<file path="src/rtl/coco_keymatrix_if.sv">
// Keyboard-matrix bundle between the PS/2 event source / PIA and the key matrix block.
// The master drives key events and column strobes; the slave returns row sense and matrix state.
interface coco_keymatrix_if;
    logic [10:0] ps2_key;
    logic [7:0]  col_strobe;
    logic [6:0]  row_out;
    logic [55:0] key_down;
    logic        any_key;

    modport master (
        output ps2_key,
        output col_strobe,
        input  row_out,
        input  key_down,
        input  any_key
    );

    modport slave (
        input  ps2_key,
        input  col_strobe,
        output row_out,
        output key_down,
        output any_key
    );
endinterface

</file>
<file path="src/rtl/coco_keymatrix.sv">
// PS/2 set-2 key events to CoCo 7x8 keyboard matrix, with short-press stretching so
// BASIC's polling scan still sees quick taps.
module coco_keymatrix #(
    parameter int HOLD_MIN = 1000000
) (
    input  logic             clk,
    input  logic             reset,
    coco_keymatrix_if.slave  kbd
);
    // A zero hold still needs a 1-bit counter; it simply never leaves zero.
    localparam int CNT_W = (HOLD_MIN > 0) ? $clog2(HOLD_MIN + 1) : 1;
    localparam logic [CNT_W-1:0] HOLD_LOAD = CNT_W'(HOLD_MIN);
    localparam logic [5:0] NO_KEY = 6'h3F;

    logic             toggle_prev_reg;
    logic             armed_reg;
    logic [54:0]      keys_reg, keys_next;
    logic             lshift_reg, lshift_next;
    logic             rshift_reg, rshift_next;
    logic [CNT_W-1:0] cnt_reg, cnt_next;
    logic [5:0]       last_reg, last_next;
    logic             pending_reg, pending_next;
    logic [6:0]       row_out_reg;
    logic             any_key_reg;

    logic             ps2_event;
    logic             key_press;
    logic [8:0]       code_key;
    logic [5:0]       map_idx;
    logic             map_valid;
    logic             is_lshift;
    logic             is_rshift;
    logic [55:0]      key_down;
    logic [6:0]       row_hit;

    assign ps2_event = armed_reg && (kbd.ps2_key[10] != toggle_prev_reg);
    assign key_press = kbd.ps2_key[9];
    assign code_key  = kbd.ps2_key[8:0];
    assign is_lshift = (code_key == 9'h012);
    assign is_rshift = (code_key == 9'h059);

    // Scancode (with E0 flag as bit 8) to matrix index row*8+col.
    always_comb begin
        map_idx = NO_KEY;
        case (code_key)
            9'h054: map_idx = 6'd0;   9'h01C: map_idx = 6'd1;
            9'h032: map_idx = 6'd2;   9'h021: map_idx = 6'd3;
            9'h023: map_idx = 6'd4;   9'h024: map_idx = 6'd5;
            9'h02B: map_idx = 6'd6;   9'h034: map_idx = 6'd7;
            9'h033: map_idx = 6'd8;   9'h043: map_idx = 6'd9;
            9'h03B: map_idx = 6'd10;  9'h042: map_idx = 6'd11;
            9'h04B: map_idx = 6'd12;  9'h03A: map_idx = 6'd13;
            9'h031: map_idx = 6'd14;  9'h044: map_idx = 6'd15;
            9'h04D: map_idx = 6'd16;  9'h015: map_idx = 6'd17;
            9'h02D: map_idx = 6'd18;  9'h01B: map_idx = 6'd19;
            9'h02C: map_idx = 6'd20;  9'h03C: map_idx = 6'd21;
            9'h02A: map_idx = 6'd22;  9'h01D: map_idx = 6'd23;
            9'h022: map_idx = 6'd24;  9'h035: map_idx = 6'd25;
            9'h01A: map_idx = 6'd26;  9'h175: map_idx = 6'd27;
            9'h172: map_idx = 6'd28;  9'h16B: map_idx = 6'd29;
            9'h066: map_idx = 6'd29;  9'h174: map_idx = 6'd30;
            9'h029: map_idx = 6'd31;
            9'h045: map_idx = 6'd32;  9'h016: map_idx = 6'd33;
            9'h01E: map_idx = 6'd34;  9'h026: map_idx = 6'd35;
            9'h025: map_idx = 6'd36;  9'h02E: map_idx = 6'd37;
            9'h036: map_idx = 6'd38;  9'h03D: map_idx = 6'd39;
            9'h03E: map_idx = 6'd40;  9'h046: map_idx = 6'd41;
            9'h052: map_idx = 6'd42;  9'h04C: map_idx = 6'd43;
            9'h041: map_idx = 6'd44;  9'h04E: map_idx = 6'd45;
            9'h049: map_idx = 6'd46;  9'h04A: map_idx = 6'd47;
            9'h05A: map_idx = 6'd48;  9'h16C: map_idx = 6'd49;
            9'h076: map_idx = 6'd50;
            default: map_idx = NO_KEY;
        endcase
        map_valid = (map_idx != NO_KEY);
    end

    always_comb begin
        keys_next    = keys_reg;
        lshift_next  = lshift_reg;
        rshift_next  = rshift_reg;
        cnt_next     = (cnt_reg != '0) ? cnt_reg - 1'b1 : '0;
        last_next    = last_reg;
        pending_next = pending_reg;

        // Hold time expired on a key whose release was deferred.
        if (pending_reg && cnt_reg == '0) begin
            keys_next[last_reg] = 1'b0;
            pending_next        = 1'b0;
        end

        if (ps2_event) begin
            if (is_lshift) begin
                lshift_next = key_press;
            end else if (is_rshift) begin
                rshift_next = key_press;
            end else if (map_valid) begin
                if (key_press) begin
                    if (map_idx == last_reg) begin
                        keys_next[map_idx] = 1'b1;
                        cnt_next           = HOLD_LOAD;
                        pending_next       = 1'b0;
                    end else if (!keys_reg[map_idx]) begin
                        if (pending_reg)
                            keys_next[last_reg] = 1'b0;
                        keys_next[map_idx] = 1'b1;
                        cnt_next           = HOLD_LOAD;
                        last_next          = map_idx;
                        pending_next       = 1'b0;
                    end
                end else begin
                    if (map_idx == last_reg && cnt_reg != '0 && keys_reg[map_idx])
                        pending_next = 1'b1;
                    else
                        keys_next[map_idx] = 1'b0;
                end
            end
        end
    end

    assign key_down = {lshift_reg | rshift_reg, keys_reg};

    genvar gi;
    generate
        for (gi = 0; gi < 7; gi++) begin : g_row
            assign row_hit[gi] = |(key_down[gi*8 +: 8] & ~kbd.col_strobe);
        end
    endgenerate

    // The tracker arms one clock after reset so a toggle bit already set is not an event.
    always_ff @(posedge clk or negedge reset) begin
        if (!reset) begin
            toggle_prev_reg <= 1'b0;
            armed_reg       <= 1'b0;
            keys_reg        <= '0;
            lshift_reg      <= 1'b0;
            rshift_reg      <= 1'b0;
            cnt_reg         <= '0;
            last_reg        <= 6'd0;
            pending_reg     <= 1'b0;
            row_out_reg     <= 7'h7F;
            any_key_reg     <= 1'b0;
        end else begin
            toggle_prev_reg <= kbd.ps2_key[10];
            armed_reg       <= 1'b1;
            keys_reg        <= keys_next;
            lshift_reg      <= lshift_next;
            rshift_reg      <= rshift_next;
            cnt_reg         <= cnt_next;
            last_reg        <= last_next;
            pending_reg     <= pending_next;
            row_out_reg     <= ~row_hit;
            any_key_reg     <= |key_down;
        end
    end

    assign kbd.row_out  = row_out_reg;
    assign kbd.key_down = key_down;
    assign kbd.any_key  = any_key_reg;

endmodule

</file>
<file path="src/flat_wrapper.sv">
// flat-port wrapper written by rule: the top's interface ports become plain ports
module coco_keymatrix_flat 
#(
    parameter int HOLD_MIN = 1000000
)
  (clk, reset, kbd_ps2_key, kbd_col_strobe, kbd_row_out, kbd_key_down, kbd_any_key);
  coco_keymatrix_if kbd_i ();
  input  logic clk;
  input  logic reset;
  input wire logic [$bits(kbd_i.ps2_key)-1:0] kbd_ps2_key;
  input wire logic [$bits(kbd_i.col_strobe)-1:0] kbd_col_strobe;
  output wire logic [$bits(kbd_i.row_out)-1:0] kbd_row_out;
  output wire logic [$bits(kbd_i.key_down)-1:0] kbd_key_down;
  output wire logic [$bits(kbd_i.any_key)-1:0] kbd_any_key;
  assign kbd_i.ps2_key = kbd_ps2_key;
  assign kbd_i.col_strobe = kbd_col_strobe;
  assign kbd_row_out = kbd_i.row_out;
  assign kbd_key_down = kbd_i.key_down;
  assign kbd_any_key = kbd_i.any_key;
  coco_keymatrix #(.HOLD_MIN(HOLD_MIN)) u_core (.clk(clk), .reset(reset), .kbd(kbd_i));
endmodule
</file>
<file path="config.mk">
export PLATFORM = sky130hd
export DESIGN_NAME = coco_keymatrix_flat
export DESIGN_NICKNAME = d
export VERILOG_FILES = /design/src/rtl/coco_keymatrix_if.sv /design/src/rtl/coco_keymatrix.sv /design/src/flat_wrapper.sv
export SDC_FILE = /design/constraint.sdc
export NUM_CORES = 1
export LEC_CHECK = 0
export BUFFER_PORTS_ARGS = -buffer_cell sky130_fd_sc_hd__buf_2
export CAP_MARGIN = 10
export CORE_UTILIZATION = 55
export CTS_CLUSTER_DIAMETER = 150
export DETAILED_ROUTE_END_ITERATION = 16
export PLACE_DENSITY = 0.75
export SLEW_MARGIN = 20
export SYNTH_ARGS = -nofsm -noshare
export SYNTH_HDL_FRONTEND = slang
export SYNTH_SLANG_ARGS = --single-unit
</file>
<file path="constraint.sdc">
create_clock -name clk -period 7.6 [get_ports clk]
set_input_delay 1.9 -clock clk [delete_from_list [all_inputs] [get_ports clk]]
set_output_delay 1.9 -clock clk [all_outputs]
set_load 0.05 [all_outputs]
</file>
==> impl_metrics.csv, run 1 <==
group,metric,value,unit
synth,synth_cell_types,108,
critical_path,required,7.83,ns
cts,postCtsHoldBufs,0,
pwr,p_comb_frac,0.301,
timing,slew_viol_final,0,
die,die_w,123.2,um
pwr,power.density,193.2,nW/um^2
die,rows,43,
critical_path,arrival,7.45,ns
run_status,outcome,"finished clean",
cts,cts_resized,0,
critical_path,worst_setup_path_start_kind,"input pin",
pwr,p_int,963.8,uW
route,route.detailed.drc,0,
die,die_height,123.2,um
die,start_util,0.5727,
critical_path,end_kind,"flop",
synth,synth_nets,1031,
timing,skew,0.01656,ns
synth,ys_seq_area_frac,0.2925,
route,postRouteAntennaNets,0,
timing,rsz0062_at_grt,"false",
synth,synth_seq_cells,94,
global_route,grt_overflow,0,
route,drt_wl_total,36570,um
timing,tightest_slew,1.290,ns
cts,clock-sinks,94,
synth,synth_async_sr_flop_share,1.000,
global_route,antenna_found_initial,0,
job,cap_violations,0,
critical_path,path_max_fanout,40,
pwr,ir_worst_vdd,147.3,uV
cts,postCtsSetupBuffers,0,
synth,synth_enable_flop_cells,0,
layout,final_common_cell,"nor2_1",
global_route,first_global_vias,8504,
timing,hold_viol,0,
cts,htreeDepth,3,
pwr,power_switching,734.2,uW
cts,cts_buffers,9,
route,avgRoutedWirePerCell,29.42,um
timing,min_period_over_period,0.9494,
global_route,grt_use_total,0.4915,
critical_path,path_cells,"buf_2 > or4b_1 > nor4_2 > buf_4 > a211oi_2 > nand4b_2 > or3_1 > a211o_1 > a21oi_1 > a211o_1 > nor4_4 > nor2_2 > o21ai_0 > a22oi_1",
layout,num_antenna_cells,0,
layout,nets,1080,
route,viasPerCell,7.528,
cts,cts_tree,"yes",
global_route,grt_max_degree,66,
placed_design,place_hpwl,26830,um
critical_path,path_common_cell,"a211o_1",
layout,fin_cells,1243,
route,via_count,9357,
placed_design,place_congestion,1.082,
layout,largest_reg_flops,55,
cts,clk_pin_slew,0.07,ns
placed_design,numPortBuffers,84,
timing,setup_tns,0,ns
timing,finalSetupViolCount,0,
pwr,clkPwrFrac,0.282,
timing,max_freq,138.6,MHz
critical_path,critPathBufInv,2,
synth,synth_area_per_cell,8.001,um^2
placed_design,dp_cells,1227,
pwr,seqPwrFrac,0.417,
layout,layout_common_cells,"nor2_1, dfrtp_1, buf_2",
synth,yosys_most_used_dff,"dfrtp_1",
critical_path,crit_type,"input pin to flop",
pwr,p_leak,0.003413,uW
global_route,grt_first_pass_wirelength,53510,um
critical_path,crit_path_top_delay_cell,"nor2_2",
cts,clk_latency,0.37,ns
timing,fin_crit,7.216,ns
route,first_pass_iters,10,
die,core,14100,um^2
critical_path,cp_top_family,"compound AO/OA/AOI/OAI gates",
cts,clk_path_buf_depth,2,
pwr,swShare,0.4324,
hold_path,min_path_type,"flop to flop",
route,drt_iter0_drc,1782,
layout,drive_gt1_frac,0.1787,
layout,synthToLayoutAreaGrowth,8.865,%
die,die_area,15170,um^2
die,ioPinCount,85,
synth,synth_warnings,0,
timing,slew_headroom,0.1332,
critical_path,slowest_delay,0.79,ns
synth,netlist_area,8073,um^2
cts,cts-root-buf,"clkbuf_16",
synth,syn_inst,1009,
-- stage by stage --
step	setup WS [ns]	util	hold slack, ns	total power (uW)	cell area, um^2
detailed placement	0.5950	0.6018	0.4528	1199	8483
global route	0.3473	0.6235	0.4993	1763	8788
CTS	0.9272	0.6235	0.4628	1671	8788
floorplan	2.044	-	0.4282	1040	8073
finish	0.3845	0.6235	0.4583	1698	8788
global placement	0.4371	0.6018	0.4605	1196	8483
-- routing by layer --
layer	track usage	vias to the layer above	wire [um]
li1	-	3951	-
met5	0	-	0
met3	0.1956	200	5816
met2	0.6882	858	14830
met4	0.3148	0	2663
met1	0.6237	4348	13260
-- kinds of logic (layout without fill, tap and decap cells) --
logic type / Yosys count / in the layout / share of synthesized area
flops: 94 / 94 / 0.2925
simple gates: 445 / 445 / 0.3097
mux: 11 / 11 / 0.01581
fa+ha+maj: 1 / 1 / 0.001550
buf+inv: 116 / 170 / 0.07734
compound gates: 321 / 321 / 0.2810
xor+xnor: 20 / 20 / 0.02170
other cells: 1 / 1 / 0.0004645
-- cell usage after synthesis, types with 10 or more instances --
| cell | number | area share |
|---|---|---|
| nor2_1 | 95 | 0.044 |
| dfrtp_1 | 87 | 0.27 |
| nand2_1 | 77 | 0.036 |
| o21ai_0 | 66 | 0.041 |
| a21oi_1 | 51 | 0.032 |
| nor3_1 | 49 | 0.030 |
| nand3_1 | 48 | 0.030 |
| inv_1 | 37 | 0.017 |
| a22oi_1 | 34 | 0.032 |
| nor4_1 | 26 | 0.020 |
| a31oi_1 | 24 | 0.019 |
| buf_2 | 24 | 0.015 |
| clkbuf_1 | 24 | 0.011 |
| o31ai_1 | 20 | 0.019 |
| buf_4 | 16 | 0.015 |
| nand2b_1 | 16 | 0.012 |
| buf_6 | 13 | 0.018 |
| xnor2_1 | 13 | 0.014 |
| nand4_1 | 12 | 0.0093 |
| nor2b_1 | 12 | 0.0093 |
| o22ai_1 | 12 | 0.0093 |
| o221ai_1 | 10 | 0.011 |
| or3_1 | 10 | 0.0077 |
-- final timing paths --
kind,from,end,slack [ns],depth (start not counted)
max,kbd_ps2_key[2],u_core.keys_reg[40],0.38,14
min,u_core.cnt_reg[0],u_core.cnt_reg[0],0.46,1
max reg2reg,u_core.last_reg[1],u_core.keys_reg[40],3.76,8
min reg2reg,u_core.cnt_reg[0],u_core.cnt_reg[0],0.46,1
max in group asynchronous,reset,u_core.keys_reg[36],4.86,2
min in group asynchronous,reset,u_core.kbd.any_key,1.46,1
-- power by group through the flow --
| stage | sequential [uW] | clock, uW | combinational (uW) |
|---|---|---|---|
| CTS | 697 | 478 | 495 |
| global route | 713 | 502 | 549 |
| finish | 707 | 479 | 512 |
| global placement | 704 | 0 | 492 |
| floorplan | 708 | 0 | 332 |
| detailed placement | 706 | 0 | 494 |
-- cell type report --
cell class / count / area [um^2]
clock buffer: 9 / 225.2
sequential: 94 / 2361
timing repair buffer: 117 / 670.6
multi-input combinational: 799 / 5087
clock inverter: 7 / 80.08
inverter: 37 / 138.9
tap: 180 / 225.2
fill: 1265 / 5308
Note: power is estimated with default switching activity, not from simulation.
==> inputs of run 2 (changes only) <==
CORE_ASPECT_RATIO = 1.75   (was not set)
==> run 2 against run 1 <==
The flow now stops in global routing (5_1_grt). Synthesized area stayed put. Synthesized cell count unchanged.
==> impl_metrics.csv, run 2 <==
group,metric,value,unit
die,die_w,93.58,um
placed_design,place_congestion,1.106,
cts,clock-sinks,94,
run_status,stop_stage,"global routing (5_1_grt)",
synth,synthSimpleGateAreaFrac,0.3097,
cts,cts-root-buf,"clkbuf_16",
global_route,grt_max_degree,54,
synth,yosysMostFrequentCell,"nor2_1",
synth,yosys.area.top_type,"dfrtp_1",
synth,synth_compound_area_frac,0.2810,
synth,synth_cell_types,108,
run_status,outcome,"stopped before the end",
synth,yosys-top-cells-count,"nor2_1, dfrtp_1, nand2_1",
global_route,grt_use_total,0.5798,
synth,synth.top_cell.area_share,0.2697,
cts,postCtsSetupBuffers,0,
synth,synth_warnings,0,
global_route,grt_overflow,1,
run_status,stop_error,"[ERROR GRT-0116] Global routing finished with congestion. Check the congestion regions in the DRC Viewer.",
synth,synth_nets,1031,
synth,synth_seq_cells,94,
synth,syn_inst,1009,
synth,synth_area_per_cell,8.001,um^2
synth,synth_enable_flop_cells,0,
global_route,grt_first_pass_wirelength,63020,um
placed_design,placed_cell_area,8526,um^2
placed_design,place_hpwl,29550,um
synth,synth-adder-area-share,0.001550,
die,rows,58,
cts,cts_resized,0,
synth,synthTopCellsByArea,"dfrtp_1, nor2_1, o21ai_0, nand2_1, a21oi_1",
synth,ys_seq_area_frac,0.2925,
synth,synthXorXnorAreaFrac,0.02170,
die,start_util,0.5618,
global_route,first_global_vias,9719,
synth,synth_async_sr_flop_share,1.000,
die,ioPinCount,85,
cts,clk_path_buf_depth,2,
cts,cts_buffers,9,
synth,yosys_most_used_dff,"dfrtp_1",
cts,htreeDepth,3,
die,die_height,162.3,um
synth,synth_top_family_by_area,"simple AND/OR/NAND/NOR gates",
placed_design,numPortBuffers,84,
cts,postCtsHoldBufs,0,
synth,synthMuxAreaShare,0.01581,
synth,netlist_area,8073,um^2
==> run 2: cell counts after synthesis <==
Identical to the previous run, type by type.
==> run 2: kinds of logic after synthesis <==
| kind of cell | Yosys count |
|---|---|
| AND/OR/NAND/NOR | 445 |
| XOR/XNOR | 20 |
| AO/OA/AOI/OAI | 321 |
| adder cells (fa/ha/maj) | 1 |
| buffers and inverters | 116 |
| multiplexers | 11 |
| other | 1 |
| flip-flops | 94 |
==> run 2: per-stage QoR <==
step / cells / setup slack (ns)
floorplan: 1009 / 2.044
global placement: 1231 / 0.6922
detailed placement: 1231 / 0.7631
CTS: 1247 / 1.110
==> run 2: metal layers <==
metal	GRT overflow	GRT usage
met3	0	0.3024
met1	0	0.6091
met5	0	0
met2	0	0.8142
met4	1	0.5517
==> inputs of run 3 (changes only) <==
CORE_ASPECT_RATIO = not set   (was 1.75)
CORE_UTILIZATION = 40   (was 55)
CTS_CLUSTER_DIAMETER = not set   (was 150)
PLACE_DENSITY = not set   (was 0.75)
PLACE_DENSITY_LB_ADDON = 0.15   (was not set)
==> run 3 against run 2 <==
The run now ends clean.
==> impl_metrics.csv, run 3 (synthesis results as in run 1) <==
group,metric,value,unit
run_status,outcome,"finished clean",
cts,postCtsSetupBuffers,0,
die,die_w,144.1,um
pwr,clkPwrFrac,0.281,
route,route.detailed.drc,0,
route,postRouteAntennaNets,0,
cts,clk_path_buf_depth,2,
cts,cts_buffers,9,
timing,slew_viol_final,0,
cts,clk_latency,0.37,ns
placed_design,placed_cell_area,8640,um^2
global_route,grt_first_pass_wirelength,55440,um
timing,fin_crit,6.728,ns
die,die_area,20750,um^2
hold_path,min_path_type,"flop to flop",
pwr,p_leak,0.003448,uW
critical_path,crit_start,"kbd_ps2_key[8]",
route,via_count,9086,
job,cap_violations,0,
hold_path,worstHoldStart,"u_core.cnt_reg[0]",
pwr,ir_worst_vdd,132.3,uV
layout,fin_area,8945,um^2
global_route,antenna_found_initial,1,
critical_path,arrival,6.98,ns
cts,cts_resized,0,
placed_design,numPortBuffers,84,
layout,layout_common_cells,"nor2_1, dfrtp_1, buf_2",
critical_path,path_max_fanout,27,
cts,postCtsHoldBufs,0,
global_route,first_global_vias,8240,
route,viasPerCell,6.811,
timing,max_freq,148.6,MHz
critical_path,end_kind,"flop",
die,core,19650,um^2
timing,skew,0.01241,ns
timing,hold_viol,0,
route,avgRoutedWirePerCell,28.31,um
layout,nets,1085,
critical_path,worst_setup_path_start_kind,"input pin",
timing,tightest_slew,0.9830,ns
critical_path,crit_type,"input pin to flop",
timing,slew_headroom,0.3434,
pwr,p_comb_frac,0.305,
layout,drive_gt1_frac,0.1826,
pwr,swShare,0.4264,
global_route,grt_overflow,0,
cts,clk_pin_slew,0.08,ns
layout,final_common_cell,"nor2_1",
timing,finalSetupViolCount,0,
cts,cts_tree,"yes",
pwr,p_int,965.7,uW
layout,largest_reg_flops,55,
pwr,seqPwrFrac,0.414,
placed_design,place_congestion,1.046,
die,die_height,144.1,um
die,start_util,0.4107,
cts,htreeDepth,3,
pwr,power.density,188.2,nW/um^2
route,drt_wl_total,37770,um
timing,rsz0062_at_grt,"false",
cts,cts-root-buf,"clkbuf_16",
placed_design,place_hpwl,28340,um
layout,fill_cells,1982,
die,ioPinCount,85,
layout,synthToLayoutAreaGrowth,10.80,%
global_route,grt_max_degree,78,
global_route,grt_use_total,0.3718,
cts,clock-sinks,94,
route,first_pass_iters,6,
pwr,power_switching,717.8,uW
route,drt_iter0_drc,1145,
critical_path,r2r-start,"u_core.cnt_reg[0]",
die,rows,51,
critical_path,required,7.85,ns
timing,setup_tns,0,ns
timing,min_period_over_period,0.8852,
run 3: critical path: stages:
cell      delay (ns)
buf_2           0.40
or3_1           0.55
nor3_1          0.21
nor4b_1         0.61
nand3_2         0.47
nor2_2          0.46
mux4_2          0.38
a211oi_1        0.31
o221ai_2        0.25
o31ai_2         0.34
and2_1          0.62
a21oi_1         0.14
o2bb2a_1        0.31
run 3: cell type report:
class / instances / area (um^2) / share of cell area
Antenna cell: 1 / 2.502 / 0.0002798
Clock buffer: 9 / 225.2 / 0.02518
Clock inverter: 7 / 73.82 / 0.008253
Multi-Input combinational cell: 799 / 5087 / 0.5688
Sequential cell: 94 / 2361 / 0.2640
Timing Repair Buffer: 122 / 724.4 / 0.08099
Tap cell: 265 / 331.6 / 0.03707
Inverter: 37 / 138.9 / 0.01553
run 3: metrics by stage:
stage	setup WS [ns]	hold slack [ns]	util	std cells	power, uW
finish	0.8724	0.4715	0.4551	1334	1684
global route	0.6475	0.5219	0.4550	1333	1762
CTS	1.048	0.4665	0.4548	1333	1674
detailed placement	0.6949	0.4472	0.4396	1317	1199
global placement	0.6331	0.4528	0.4396	1317	1206
floorplan	2.044	0.4282	-	1009	1040
run 3: metal layers:
layer  up-vias  part of all wire  track usage
met5         -                 0            0
met4         0             0.059       0.2077
met3       121              0.11      0.09801
met2       686              0.42       0.5540
met1      4320              0.40       0.4856
li1       3959                 -            -
run 3: power by group through the flow:
| stage | combinational, uW | sequential (uW) | clock, uW |
|---|---|---|---|
| final | 513 | 698 | 473 |
| after global routing | 555 | 709 | 498 |
| after CTS | 503 | 691 | 480 |
| after detailed placement | 500 | 699 | 0 |
| after global placement | 503 | 703 | 0 |
| after floorplan | 332 | 708 | 0 |
run 3: final timing paths:
check,slack [ns],depth (start not counted),to
worst max-delay path,0.87,13,u_core.keys_reg[30]
min in group asynchronous,1.41,1,u_core.keys_reg[26]
worst min-delay path,0.47,1,u_core.cnt_reg[0]
worst max register to register,4.18,13,u_core.keys_reg[30]
max in group asynchronous,5.11,2,u_core.toggle_prev_reg
worst min register to register,0.47,1,u_core.cnt_reg[0]
==> inputs of run 4 (changes only) <==
CELL_PAD_IN_SITES_DETAIL_PLACEMENT = 0   (was not set)
CELL_PAD_IN_SITES_GLOBAL_PLACEMENT = 2   (was not set)
CORE_UTILIZATION = 39   (was 40)
clock period = 8 ns   (was 7.6 ns; I/O delays follow)
==> run 4 against run 3 <==
Worst hold slack worse by 0.00069 ns. Flip-flop and latch count unchanged. Sequential share of layout area up 0.35 points.
==> impl_metrics.csv, run 4 (synthesis results as in run 1) <==
group,metric,value,unit
timing,min_period_over_period,0.8905,
timing,hold_viol,0,
timing,fin_crit,7.124,ns
pwr,p_leak,0.003371,uW
route,drt_iter0_drc,998,
die,core,20230,um^2
pwr,seqPwrFrac,0.414,
die,die_w,145.9,um
layout,largest_reg_flops,55,
hold_path,min_path_type,"flop to flop",
cts,clk_pin_slew,0.08,ns
die,die_height,145.9,um
layout,fin_area,8828,um^2
timing,slew_headroom,0.3115,
placed_design,numPortBuffers,84,
cts,clk_path_buf_depth,2,
route,viasPerCell,6.806,
placed_design,dp_cells,1306,
layout,nets,1069,
pwr,ir_worst_vdd,116.0,uV
pwr,p_int,915.2,uW
die,ioPinCount,85,
timing,skew,0.01906,ns
pwr,p_comb_frac,0.301,
pwr,power.density,183.7,nW/um^2
timing,slew_viol_final,0,
critical_path,worst_setup_path_start_kind,"input pin",
global_route,grt_use_total,0.3636,
cts,postCtsHoldBufs,0,
placed_design,post-place-ws,0.8095,ns
global_route,grt_max_degree,60,
route,first_pass_iters,6,
route,via_count,9004,
layout,final_common_cell,"nor2_1",
placed_design,placed_cell_area,8526,um^2
layout,synthToLayoutAreaGrowth,9.361,%
global_route,first_global_vias,8654,
cts,postCtsSetupBuffers,0,
critical_path,r2r_slack,4.15,ns
timing,setup_tns,0,ns
cts,cts-root-buf,"clkbuf_16",
critical_path,path_max_fanout,27,
route,route.detailed.drc,0,
timing,tightest_slew,1.018,ns
pwr,power_switching,707.0,uW
timing,rsz0062_at_grt,"false",
placed_design,place_congestion,0.9796,
cts,cts_resized,0,
die,die_area,21280,um^2
layout,fin_cells,1323,
timing,worst_slack,0.8761,ns
timing,finalSetupViolCount,0,
layout,layout_common_cells,"nor2_1, dfrtp_1, buf_2",
layout,drive_gt1_frac,0.1702,
critical_path,end_kind,"flop",
cts,cts_buffers,9,
route,postRouteAntennaNets,0,
route,drt_wl_total,38490,um
critical_path,required,8.25,ns
cts,clock-sinks,94,
pwr,clkPwrFrac,0.285,
job,cap_violations,0,
pwr,swShare,0.4358,
global_route,grt_overflow,0,
cts,clk_latency,0.37,ns
die,start_util,0.3990,
global_route,antenna_found_initial,2,
critical_path,crit_type,"input pin to flop",
route,avgRoutedWirePerCell,29.09,um
run_status,outcome,"finished clean",
die,rows,52,
cts,cts_tree,"yes",
placed_design,place_hpwl,29120,um
global_route,grt_first_pass_wirelength,57370,um
cts,htreeDepth,3,
timing,max_freq,140.4,MHz
critical_path,arrival,7.38,ns
[run 4: cell count changes in the layout (fill, tap and decap cells not counted), sizes merged]
| cell | before | now |
|---|---|---|
| buf | 122 | 106 |
| clkinvlp | 2 | 1 |
| inv | 40 | 41 |
[run 4: final cells by class]
cell class	count	area (um^2)
inverters	37	138.9
clock buffers	9	225.2
multi-input cells	799	5087
clock inverters	7	75.07
diodes	1	2.502
flip-flops and latches	94	2361
well taps	270	337.8
fillers	2132	11410
repair buffers	106	600.6
[run 4: stage by stage]
step | util | hold WS [ns] | total power, uW
2_1_floorplan | - | 0.4282 | 988.0
4_1_cts | 0.4362 | 0.4686 | 1608
3_5_place_dp | 0.4213 | 0.4573 | 1151
6_report | 0.4363 | 0.4708 | 1622
3_3_place_gp | 0.4213 | 0.4659 | 1155
5_1_grt | 0.4362 | 0.5050 | 1684
[run 4: layer usage]
layer / track usage / part of all wire / vias to the layer above
met2: 0.5474 / 0.44 / 598
met5: 0 / 0.00034 / -
met4: 0.2116 / 0.060 / 2
li1: - / - / 3915
met3: 0.08495 / 0.098 / 131
met1: 0.4759 / 0.41 / 4358
[run 4: power groups by stage]
stage	logic (uW)	clock network, uW	registers (uW)
floorplan	316	0	672
global placement	480	0	675
detailed placement	479	0	672
CTS	480	464	665
global route	523	483	678
finish	488	462	672
[run 4: worst paths after layout]
| path | endpoint | startpoint | cells past startpoint |
|---|---|---|---|
| max | u_core.keys_reg[8] | kbd_ps2_key[8] | 14 |
| min | u_core.cnt_reg[0] | u_core.cnt_reg[0] | 1 |
| max reg2reg | u_core.keys_reg[8] | u_core.cnt_reg[0] | 14 |
| min reg2reg | u_core.cnt_reg[0] | u_core.cnt_reg[0] | 1 |
| max in group asynchronous | u_core.keys_reg[50] | reset | 2 |
| min in group asynchronous | u_core.keys_reg[3] | reset | 1 |
[run 4: critical path: stages]
cell and delay [ns]:
buf_2 0.40, or3_1 0.52, nor3_1 0.25, nor4b_1 0.75, nand3_2 0.51, nor2_2 0.46
mux4_2 0.38, a211oi_1 0.31, o221ai_2 0.25, o31ai_2 0.24, buf_4 0.24, and2_1 0.61
a21oi_1 0.14, o2bb2a_1 0.31
